==> src/rtl/debug_run_controller_if.sv <==
// Command/status bundle between the debug command decoder, the pipeline/cycle counter
// and debug_run_controller. The controller connects through the slave modport.
interface debug_run_controller_if #(
  parameter int NB_COUNT = 8,
  parameter int NB_PC    = 32
);
  logic                cmd_valid;
  logic [1:0]          cmd;
  logic                halt;
  logic [NB_COUNT-1:0] count_cycles;
  logic [NB_PC-1:0]    pc;
  logic [NB_PC-1:0]    bp_addr;

  logic                en_pipeline;
  logic                en_count;
  logic                clear_count;
  logic [1:0]          state;
  logic                done;
  logic                timeout;
  logic                cmd_err;

  modport master (
    output cmd_valid, cmd, halt, count_cycles, pc, bp_addr,
    input  en_pipeline, en_count, clear_count, state, done, timeout, cmd_err
  );

  modport slave (
    input  cmd_valid, cmd, halt, count_cycles, pc, bp_addr,
    output en_pipeline, en_count, clear_count, state, done, timeout, cmd_err
  );
endinterface

==> src/rtl/debug_run_controller.sv <==
// Run/step/stop/clear sequencer for the MIPS pipeline debug unit.
// Optional PC breakpoint pause is built only when BREAKPOINT_EN is defined.
module debug_run_controller #(
  parameter int NB_COUNT = 8,
  parameter int NB_PC    = 32
) (
  input  logic                   i_clock,
  input  logic                   i_reset,
  debug_run_controller_if.slave  bus
);

  // state | meaning
  // IDLE  | pipeline frozen, waiting for RUN/STEP/CLEAR
  // RUN   | pipeline free-running until halt, saturation, breakpoint or STOP
  // STEP  | exactly one enabled pipeline cycle
  // DONE  | run ended (halt or timeout); only CLEAR leaves
  typedef enum logic [1:0] {
    ST_IDLE = 2'b00,
    ST_RUN  = 2'b01,
    ST_STEP = 2'b10,
    ST_DONE = 2'b11
  } state_t;

  localparam logic [1:0]          CMD_RUN   = 2'b00;
  localparam logic [1:0]          CMD_STEP  = 2'b01;
  localparam logic [1:0]          CMD_STOP  = 2'b10;
  localparam logic [1:0]          CMD_CLEAR = 2'b11;
  localparam logic [NB_COUNT-1:0] COUNT_SAT = '1;

  state_t r_state;
  logic   r_en;
  logic   r_clear;
  logic   r_done;
  logic   r_timeout;
  logic   r_err;

  logic   w_sat;
  logic   w_stop;

  assign w_sat  = (bus.count_cycles == COUNT_SAT);
  assign w_stop = bus.cmd_valid && (bus.cmd == CMD_STOP);

`ifdef BREAKPOINT_EN
  logic w_bp_hit;
  assign w_bp_hit = (bus.pc[NB_PC-1:0] == bus.bp_addr[NB_PC-1:0]);
`else
  logic [NB_PC-1:0] w_unused_pc;
  assign w_unused_pc = bus.pc ^ bus.bp_addr;
`endif

  always_ff @(posedge i_clock) begin
    if (i_reset) begin
      r_state   <= ST_IDLE;
      r_en      <= 1'b0;
      r_clear   <= 1'b0;
      r_done    <= 1'b0;
      r_timeout <= 1'b0;
      r_err     <= 1'b0;
    end else begin
      r_clear <= 1'b0;
      r_err   <= 1'b0;
      case (r_state)
        ST_IDLE: begin
          if (bus.cmd_valid) begin
            case (bus.cmd)
              CMD_RUN: begin
                r_state <= ST_RUN;
                r_en    <= 1'b1;
              end
              CMD_STEP: begin
                r_state <= ST_STEP;
                r_en    <= 1'b1;
              end
              CMD_CLEAR: begin
                r_clear   <= 1'b1;
                r_timeout <= 1'b0;
              end
              default: ;
            endcase
          end
        end
        ST_RUN: begin
          // The command is still illegal even when a halt or timeout ends the run this cycle.
          if (bus.cmd_valid && (bus.cmd != CMD_STOP))
            r_err <= 1'b1;
          if (bus.halt) begin
            r_state   <= ST_DONE;
            r_en      <= 1'b0;
            r_done    <= 1'b1;
            r_timeout <= 1'b0;
          end else if (w_sat) begin
            r_state   <= ST_DONE;
            r_en      <= 1'b0;
            r_done    <= 1'b1;
            r_timeout <= 1'b1;
          end
`ifdef BREAKPOINT_EN
          else if (w_bp_hit) begin
            r_state <= ST_IDLE;
            r_en    <= 1'b0;
          end
`endif
          else if (w_stop) begin
            r_state <= ST_IDLE;
            r_en    <= 1'b0;
          end
        end
        ST_STEP: begin
          r_en <= 1'b0;
          if (bus.cmd_valid)
            r_err <= 1'b1;
          if (bus.halt) begin
            r_state   <= ST_DONE;
            r_done    <= 1'b1;
            r_timeout <= 1'b0;
          end else if (w_sat) begin
            r_state   <= ST_DONE;
            r_done    <= 1'b1;
            r_timeout <= 1'b1;
          end else begin
            r_state <= ST_IDLE;
          end
        end
        ST_DONE: begin
          if (bus.cmd_valid) begin
            if (bus.cmd == CMD_CLEAR) begin
              r_state   <= ST_IDLE;
              r_done    <= 1'b0;
              r_clear   <= 1'b1;
              r_timeout <= 1'b0;
            end else begin
              r_err <= 1'b1;
            end
          end
        end
        default: begin
          r_state <= ST_IDLE;
          r_en    <= 1'b0;
          r_done  <= 1'b0;
        end
      endcase
    end
  end

  assign bus.en_pipeline = r_en;
  assign bus.en_count    = r_en;
  assign bus.clear_count = r_clear;
  assign bus.state       = r_state;
  assign bus.done        = r_done;
  assign bus.timeout     = r_timeout;
  assign bus.cmd_err     = r_err;

endmodule

==> src/flat_wrapper.sv <==
// flat-port wrapper written by rule: the top's interface ports become plain ports
module debug_run_controller_flat 
#(
  parameter int NB_COUNT = 8,
  parameter int NB_PC    = 32
)
  (i_clock, i_reset, bus_cmd_valid, bus_cmd, bus_halt, bus_count_cycles, bus_pc, bus_bp_addr, bus_en_pipeline, bus_en_count, bus_clear_count, bus_state, bus_done, bus_timeout, bus_cmd_err);
  debug_run_controller_if #(.NB_COUNT(NB_COUNT), .NB_PC(NB_PC)) bus_i ();
  input  logic i_clock;
  input  logic i_reset;
  input wire logic [$bits(bus_i.cmd_valid)-1:0] bus_cmd_valid;
  input wire logic [$bits(bus_i.cmd)-1:0] bus_cmd;
  input wire logic [$bits(bus_i.halt)-1:0] bus_halt;
  input wire logic [$bits(bus_i.count_cycles)-1:0] bus_count_cycles;
  input wire logic [$bits(bus_i.pc)-1:0] bus_pc;
  input wire logic [$bits(bus_i.bp_addr)-1:0] bus_bp_addr;
  output wire logic [$bits(bus_i.en_pipeline)-1:0] bus_en_pipeline;
  output wire logic [$bits(bus_i.en_count)-1:0] bus_en_count;
  output wire logic [$bits(bus_i.clear_count)-1:0] bus_clear_count;
  output wire logic [$bits(bus_i.state)-1:0] bus_state;
  output wire logic [$bits(bus_i.done)-1:0] bus_done;
  output wire logic [$bits(bus_i.timeout)-1:0] bus_timeout;
  output wire logic [$bits(bus_i.cmd_err)-1:0] bus_cmd_err;
  assign bus_i.cmd_valid = bus_cmd_valid;
  assign bus_i.cmd = bus_cmd;
  assign bus_i.halt = bus_halt;
  assign bus_i.count_cycles = bus_count_cycles;
  assign bus_i.pc = bus_pc;
  assign bus_i.bp_addr = bus_bp_addr;
  assign bus_en_pipeline = bus_i.en_pipeline;
  assign bus_en_count = bus_i.en_count;
  assign bus_clear_count = bus_i.clear_count;
  assign bus_state = bus_i.state;
  assign bus_done = bus_i.done;
  assign bus_timeout = bus_i.timeout;
  assign bus_cmd_err = bus_i.cmd_err;
  debug_run_controller #(.NB_COUNT(NB_COUNT), .NB_PC(NB_PC)) u_core (.i_clock(i_clock), .i_reset(i_reset), .bus(bus_i));
endmodule
==> config.mk <==
export PLATFORM = sky130hd
export DESIGN_NAME = debug_run_controller_flat
export DESIGN_NICKNAME = d
export VERILOG_FILES = /design/src/rtl/debug_run_controller_if.sv /design/src/rtl/debug_run_controller.sv /design/src/flat_wrapper.sv
export SDC_FILE = /design/constraint.sdc
export NUM_CORES = 1
export LEC_CHECK = 0
export BUFFER_PORTS_ARGS = -buffer_cell sky130_fd_sc_hd__buf_2
export CAP_MARGIN = 25
export CORE_MARGIN = 4
export CORE_UTILIZATION = 23
export DETAILED_ROUTE_END_ITERATION = 12
export PLACE_DENSITY = 0.78
export SLEW_MARGIN = 40
export SYNTH_ARGS = -nofsm -noshare
export SYNTH_HDL_FRONTEND = slang
export SYNTH_SLANG_ARGS = --single-unit
==> constraint.sdc <==
create_clock -name i_clock -period 1.6 [get_ports i_clock]
set_input_delay 0 -clock i_clock [delete_from_list [all_inputs] [get_ports i_clock]]
set_output_delay 0 -clock i_clock [all_outputs]
set_load 0.1 [all_outputs]
==> results by group, run 1 <==
Logic synthesis
  • Synth Area in Simple Gates: 0.259
  • Synth Area in Adders: 0.132
  • Top cells by area, synth: dfxtp_1, ha_1, a21oi_1
  • Sequential area share after synthesis: 0.296
  • YS warnings: 0
  • Post-synth top area cell: dfxtp_1
  • Number of synthesized flops with an enable pin: 0
  • Syn_nets: 139
  • Largest family of logic cells by synthesized area: simple AND/OR/NAND/NOR gates
  • Synth top cells by count: dfxtp_1, a21oi_1, ha_1
  • Main synth FF type: dfxtp_1
  • Post-synthesis cell count: 56
  • Synth top area share: 0.296
  • Synth cell types: 27
  • Post-synth ARST share: 0
  • Synthesized flop and latch total: 7
  • Mux cell area share after synthesis: 0
  • Average cell area after synthesis: 8.45 um^2
  • Netlist area before placement: 473 um^2
  • Compound-Gate Fraction of Synth Area: 0.257
  • Post-Synth XOR/XNOR Area: 0
  • Most numerous cell in the Yosys netlist: dfxtp_1

Setup path
  • CP required: 1.79 ns
  • Worst Setup End Kind: flip-flop
  • Crit path launch: u_core.bus.state[1]
  • Worst setup SP type: flip-flop
  • Crit path max fanout: 5
  • WP data arrival: 1.66 ns
  • WS Path Type: reg2reg
  • FF-to-FF Start: u_core.bus.state[1]

Floorplan
  • Initial Util: 0.241
  • Core Area: 1960 um^2
  • # IOs: 86
  • Die W: 53.3 um
  • Die Footprint: 2850 um^2
  • Die height: 53.3 um
  • Row count: 16

STA
  • Final Hold Fails: 0
  • Clock period minus worst slack: 1.47 ns
  • Final setup vio count: 0
  • F_max: 0.678 GHz
  • Fin Hold WS: 0.0516 ns
  • Worst clock skew: 0.00344 ns
  • Measured slew at the worst slew-check pin: 0.489 ns
  • Final Max Slew Viols: 0
  • Rel. slew slack: 0.676
  • Setup_tns: 0 ns
  • Final worst-path cycle share: 0.921
  • Unrepaired setup endpoints after global routing: false

Clock network
  • CTS resizes: 0
  • Clock-pin slew of the registers on the worst-case setup and hold paths: 0.05 ns
  • Max H-tree Level: 1
  • Post-CTS setup buffers: 0
  • Num CTS Buffers: 3
  • Clk buf depth: 2
  • Worst skew pair latency: 0.25 ns
  • CTS tree: done
  • CTS root buf: clkbuf_4
  • CTS Hold Buffers Added: 0
  • Num Clock Sinks: 7

Detailed routing
  • Drt initial violations: 9
  • WL/cell: 11.7 um
  • Initial DRT Pass Iterations: 2
  • Routed vias: 494
  • Vias per inst: 4.66
  • Antenna Nets Post-Route: 0
  • Final WL: 1240 um
  • # DRC: 0

Cells and area
  • ANT cells: 0
  • Layout cells sized above 1: 0.418
  • FILL cells: 228
  • Fin nets: 163
  • Final core occ: 0.336
  • Area growth from synthesis to layout: 39.4%

Global routing
  • Grt ovf: 0
  • Global-route wire length before repair: 1940 um
  • Initial antenna violation count: 0
  • GRT Total Usage: 0.0980
  • Vias in the first global route: 445
  • Pin count of the biggest net entering global routing: 11

Power and ir drop
  • Cell Pwr Density: 1940 nW/um^2
  • Worst vdd ir: 0.789 mV
  • LEAKAGE: 0.301 nW
  • Pwr Total: 1.28 mW

Placement
  • I/O Buffers: 21
  • Post-DP HPWL: 951 um
  • GP Congestion: 0.806

Job
  • Number of max-cap violations: 0

Min path
  • Hold Crit Class: in2reg
  • Hold Crit Start: i_reset

Run status
  • Outcome: finished, final reports clean
stage by stage:
stage | setup WS (ns) | instances | instance area (um^2)
final | 0.126 | 106 | 659
after detailed placement | 0.121 | 102 | 633
after CTS | 0.109 | 106 | 659
after global placement | 0.153 | 102 | 633
after floorplan | -0.0233 | 56 | 505
after global routing | 0.0548 | 106 | 659
state kept, by name, indices dropped and copies added (netlist names):
name / count
u_core.bus.en_count: 1
u_core.bus.timeout: 1
u_core.bus.state: 2
u_core.bus.cmd_err: 1
u_core.bus.clear_count: 1
u_core.bus.done: 1
worst max-delay path, cell delays in order, from the launching register on:
cell     delay (ns)
dfxtp_4        0.37
inv_4          0.05
ha_4           0.26
nor2b_4        0.13
o21ai_1        0.09
or4b_1         0.44
o21ai_1        0.08
cell usage in the layout (no fill, tap or decap), drive strengths merged, types with 2 or more instances in the layout:
cell and n:
o32ai 2, o21ai 4, inv 4, nand2b 2
buf 21, nand3 3, ha 5, nor2 3
nand2 2, a21oi 6, clkbuf 4, nand4 2
a31oi 2, nor3 2, dfxtp 7
routing by layer:
layer  global-route usage  up-vias  part of all wire
met2                0.143       18              0.46
met5                    0        -                 0
met1                0.113      222              0.44
li1                     -      252                 -
met3               0.0535        2             0.098
met4               0.0511        0            0.0081
cells by family (layout without fill, tap and decap cells):
| group | after synthesis | in the layout |
|---|---|---|
| buf+inv | 6 | 29 |
| compound gates | 18 | 18 |
| flops | 7 | 7 |
| fa+ha+maj | 5 | 5 |
| simple gates | 20 | 20 |
layout make-up:
cell class / instances / area, um^2 / share of cell area
Multi-Input combinational cell: 43 / 327 / 0.495
Sequential cell: 7 / 148 / 0.224
Timing Repair Buffer: 21 / 105 / 0.159
Tap cell: 27 / 33.8 / 0.0512
Clock buffer: 4 / 26.3 / 0.0398
Inverter: 4 / 20.0 / 0.0304
report_power, final:
part,switching [mW],internal [mW]
sequential,0.0419,0.229
clock,0.0659,0.0952
combinational,0.609,0.239
final timing paths:
path	end	cells past startpoint	slack [ns]
worst max-delay path	u_core.bus.done	6	0.13
worst min-delay path	u_core.bus.timeout	2	0.05
worst max register to register	u_core.bus.done	6	0.13
worst min register to register	u_core.bus.done	2	0.47
No activity file was read; power rests on OpenSTA's default activity.
==> run 2, diff against run 1 <==
Clock period 1.6 ns to 1.3 ns, I/O delays scaled along.
==> run 2 against run 1 <==
Effect of this change:
- the flow now finishes with violations (setup timing)
- setup slack got worse by 0.21 ns
- core utilization rose by 8.4 points
- maximum frequency increased by 6.5%
- clock power up 28%
- global-route usage is 1.6 points higher
- routed wire length grew 22%
- non-clock buffer count is 11 higher
- die area unchanged
- worst hold slack got worse by 0.018 ns
- sequential share of layout area decreased by 4.3 points
- critical path type unchanged
==> results by group, run 2 (synthesis gave the netlist of run 1 again) <==
Setup path
  • Flop-to-flop setup slack: -0.08 ns
  • Crit path max fanout: 3
  • Worst r2r dst: u_core.bus.done
  • FF-to-FF Start: u_core.bus.state[0]
  • Slowest cell on the critical path: or4b_1
  • WP data arrival: 1.57 ns
  • Cell family with most CP delay: simple AND/OR/NAND/NOR gates
  • Reg2reg path depth: 6
  • Worst setup SP type: flip-flop
  • Worst Setup End Kind: flip-flop
  • CP required: 1.49 ns
  • WS Path Type: reg2reg
  • CP cell instances: inv_4 -> ha_4 -> nor2b_4 -> o21ai_2 -> or4b_1 -> o21ai_1
  • CP peak stage delay: 0.43 ns
  • Worst path bufs/invs: 1

Clock network
  • Num Clock Sinks: 7
  • Clock-pin slew of the registers on the worst-case setup and hold paths: 0.06 ns
  • Worst skew pair latency: 0.26 ns
  • Clk buf depth: 2
  • Num CTS Buffers: 3
  • CTS root buf: clkbuf_4
  • Max H-tree Level: 1
  • CTS tree: done

Detailed routing
  • # DRC: 0
  • Initial DRT Pass Iterations: 4
  • WL/cell: 12.9 um
  • Drt initial violations: 2
  • Vias per inst: 4.65
  • Routed vias: 544
  • Final WL: 1510 um
  • Antenna Nets Post-Route: 0

Min path
  • Hold Crit Start: bus_cmd_valid
  • Hold Path Sink: u_core.bus.cmd_err
  • Hold Path Cell Cnt: 2
  • Hold Crit Class: in2reg

STA
  • Worst clock skew: 0.00311 ns
  • Final Max Slew Viols: 0
  • Unrepaired setup endpoints after global routing: true
  • Fin worst setup slack: -0.0842 ns
  • Clock period minus worst slack: 1.38 ns
  • Rel. slew slack: 0.678
  • Fin Hold WS: 0.0336 ns
  • Final setup vio count: 3
  • F_max: 0.722 GHz
  • Final worst-path cycle share: 1.06
  • Setup_tns: -0.0995 ns
  • Final Hold Fails: 0
  • Measured slew at the worst slew-check pin: 0.486 ns

Run status
  • Outcome: finished, violations left
  • Failing checks: setup timing

Cells and area
  • Fin nets: 174
  • Area growth from synthesis to layout: 74.3%
  • Commonest non-fill, non-tap cell in the layout: buf_2
  • Most frequent cells in the layout: buf_2, buf_4, a21oi_1
  • ANT cells: 0
  • Layout Cells excl Fill: 117
  • Post-layout instance area: 825 um^2
  • Final core occ: 0.420
  • FILL cells: 212
  • Layout cells sized above 1: 0.589
  • Max reg flops: 2

Power and ir drop
  • Net load switching power: 1.02 mW
  • Worst vdd ir: 0.805 mV
  • Pwr Total: 1.93 mW
  • Comb power frac: 0.727
  • Switching share of power: 0.529
  • Sequential share of power: 0.166
  • Cell Pwr Density: 2340 nW/um^2
  • LEAKAGE: 0.360 nW
  • P_int: 0.909 mW
  • Clock power share: 0.107

Floorplan
  • Core Area: 1960 um^2
  • Die Footprint: 2850 um^2
  • Row count: 16
  • Die height: 53.3 um
  • Initial Util: 0.241
  • # IOs: 86
  • Die W: 53.3 um

Placement
  • I/O Buffers: 21
  • Placed Instances: 110
  • Area of placed instances: 694 um^2
  • Post-DP HPWL: 1030 um
  • GP Congestion: 0.852
  • Pre-CTS setup slack: -0.112 ns

Global routing
  • Grt ovf: 0
  • Vias in the first global route: 527
  • Pin count of the biggest net entering global routing: 11
  • Initial antenna violation count: 0
  • GRT Total Usage: 0.114
  • Global-route wire length before repair: 2220 um

Job
  • Number of max-cap violations: 0
==> run 2: timing repair <==
item / 4_1_cts / 5_1_grt
resized for setup: 7 / 5
endpoints found under the setup margin: 5 / 6
hold buffers: 0 / 0
buffers inserted: 2 / 1
pin swaps: 2 / 3
==> run 2: worst max-delay path by stage <==
stage,start,to,slack [ns],cells after the start
finish,u_core.bus.state[0],u_core.bus.done,-0.08,6
global route,u_core.bus.state[0],u_core.bus.done,-0.16,6
CTS,u_core.bus.state[1],u_core.bus.done,-0.12,6
detailed placement,u_core.bus.state[1],u_core.bus.state[1],-0.11,5
global placement,u_core.bus.state[1],u_core.bus.state[1],-0.09,5
floorplan,u_core.bus.state[1],u_core.bus.done,-0.32,6
==> run 2: area by class of cell <==
cell class	instances	area, um^2	share of cell area
Inverter	4	20.0	0.0243
Tap cell	27	33.8	0.0410
Timing Repair Buffer	32	188	0.228
Multi-Input combinational cell	43	408	0.495
Clock buffer	4	26.3	0.0319
Sequential cell	7	149	0.181
==> run 2: power by group through the flow <==
stage	Clock, mW	Combinational (mW)	Sequential [mW]
after floorplan	0	0.505	0.711
final	0.206	1.40	0.322
after CTS	0.213	1.32	0.322
after detailed placement	0	1.20	0.334
after global routing	0.226	1.48	0.328
after global placement	0	1.19	0.328
==> run 2: layer usage <==
layer  part of all wire  global-route usage  vias up
met3              0.068              0.0366        4
met2               0.50               0.180       15
met1               0.40               0.123      248
met5                  0                   0        -
li1                   -                   -      277
met4              0.028              0.0894        0
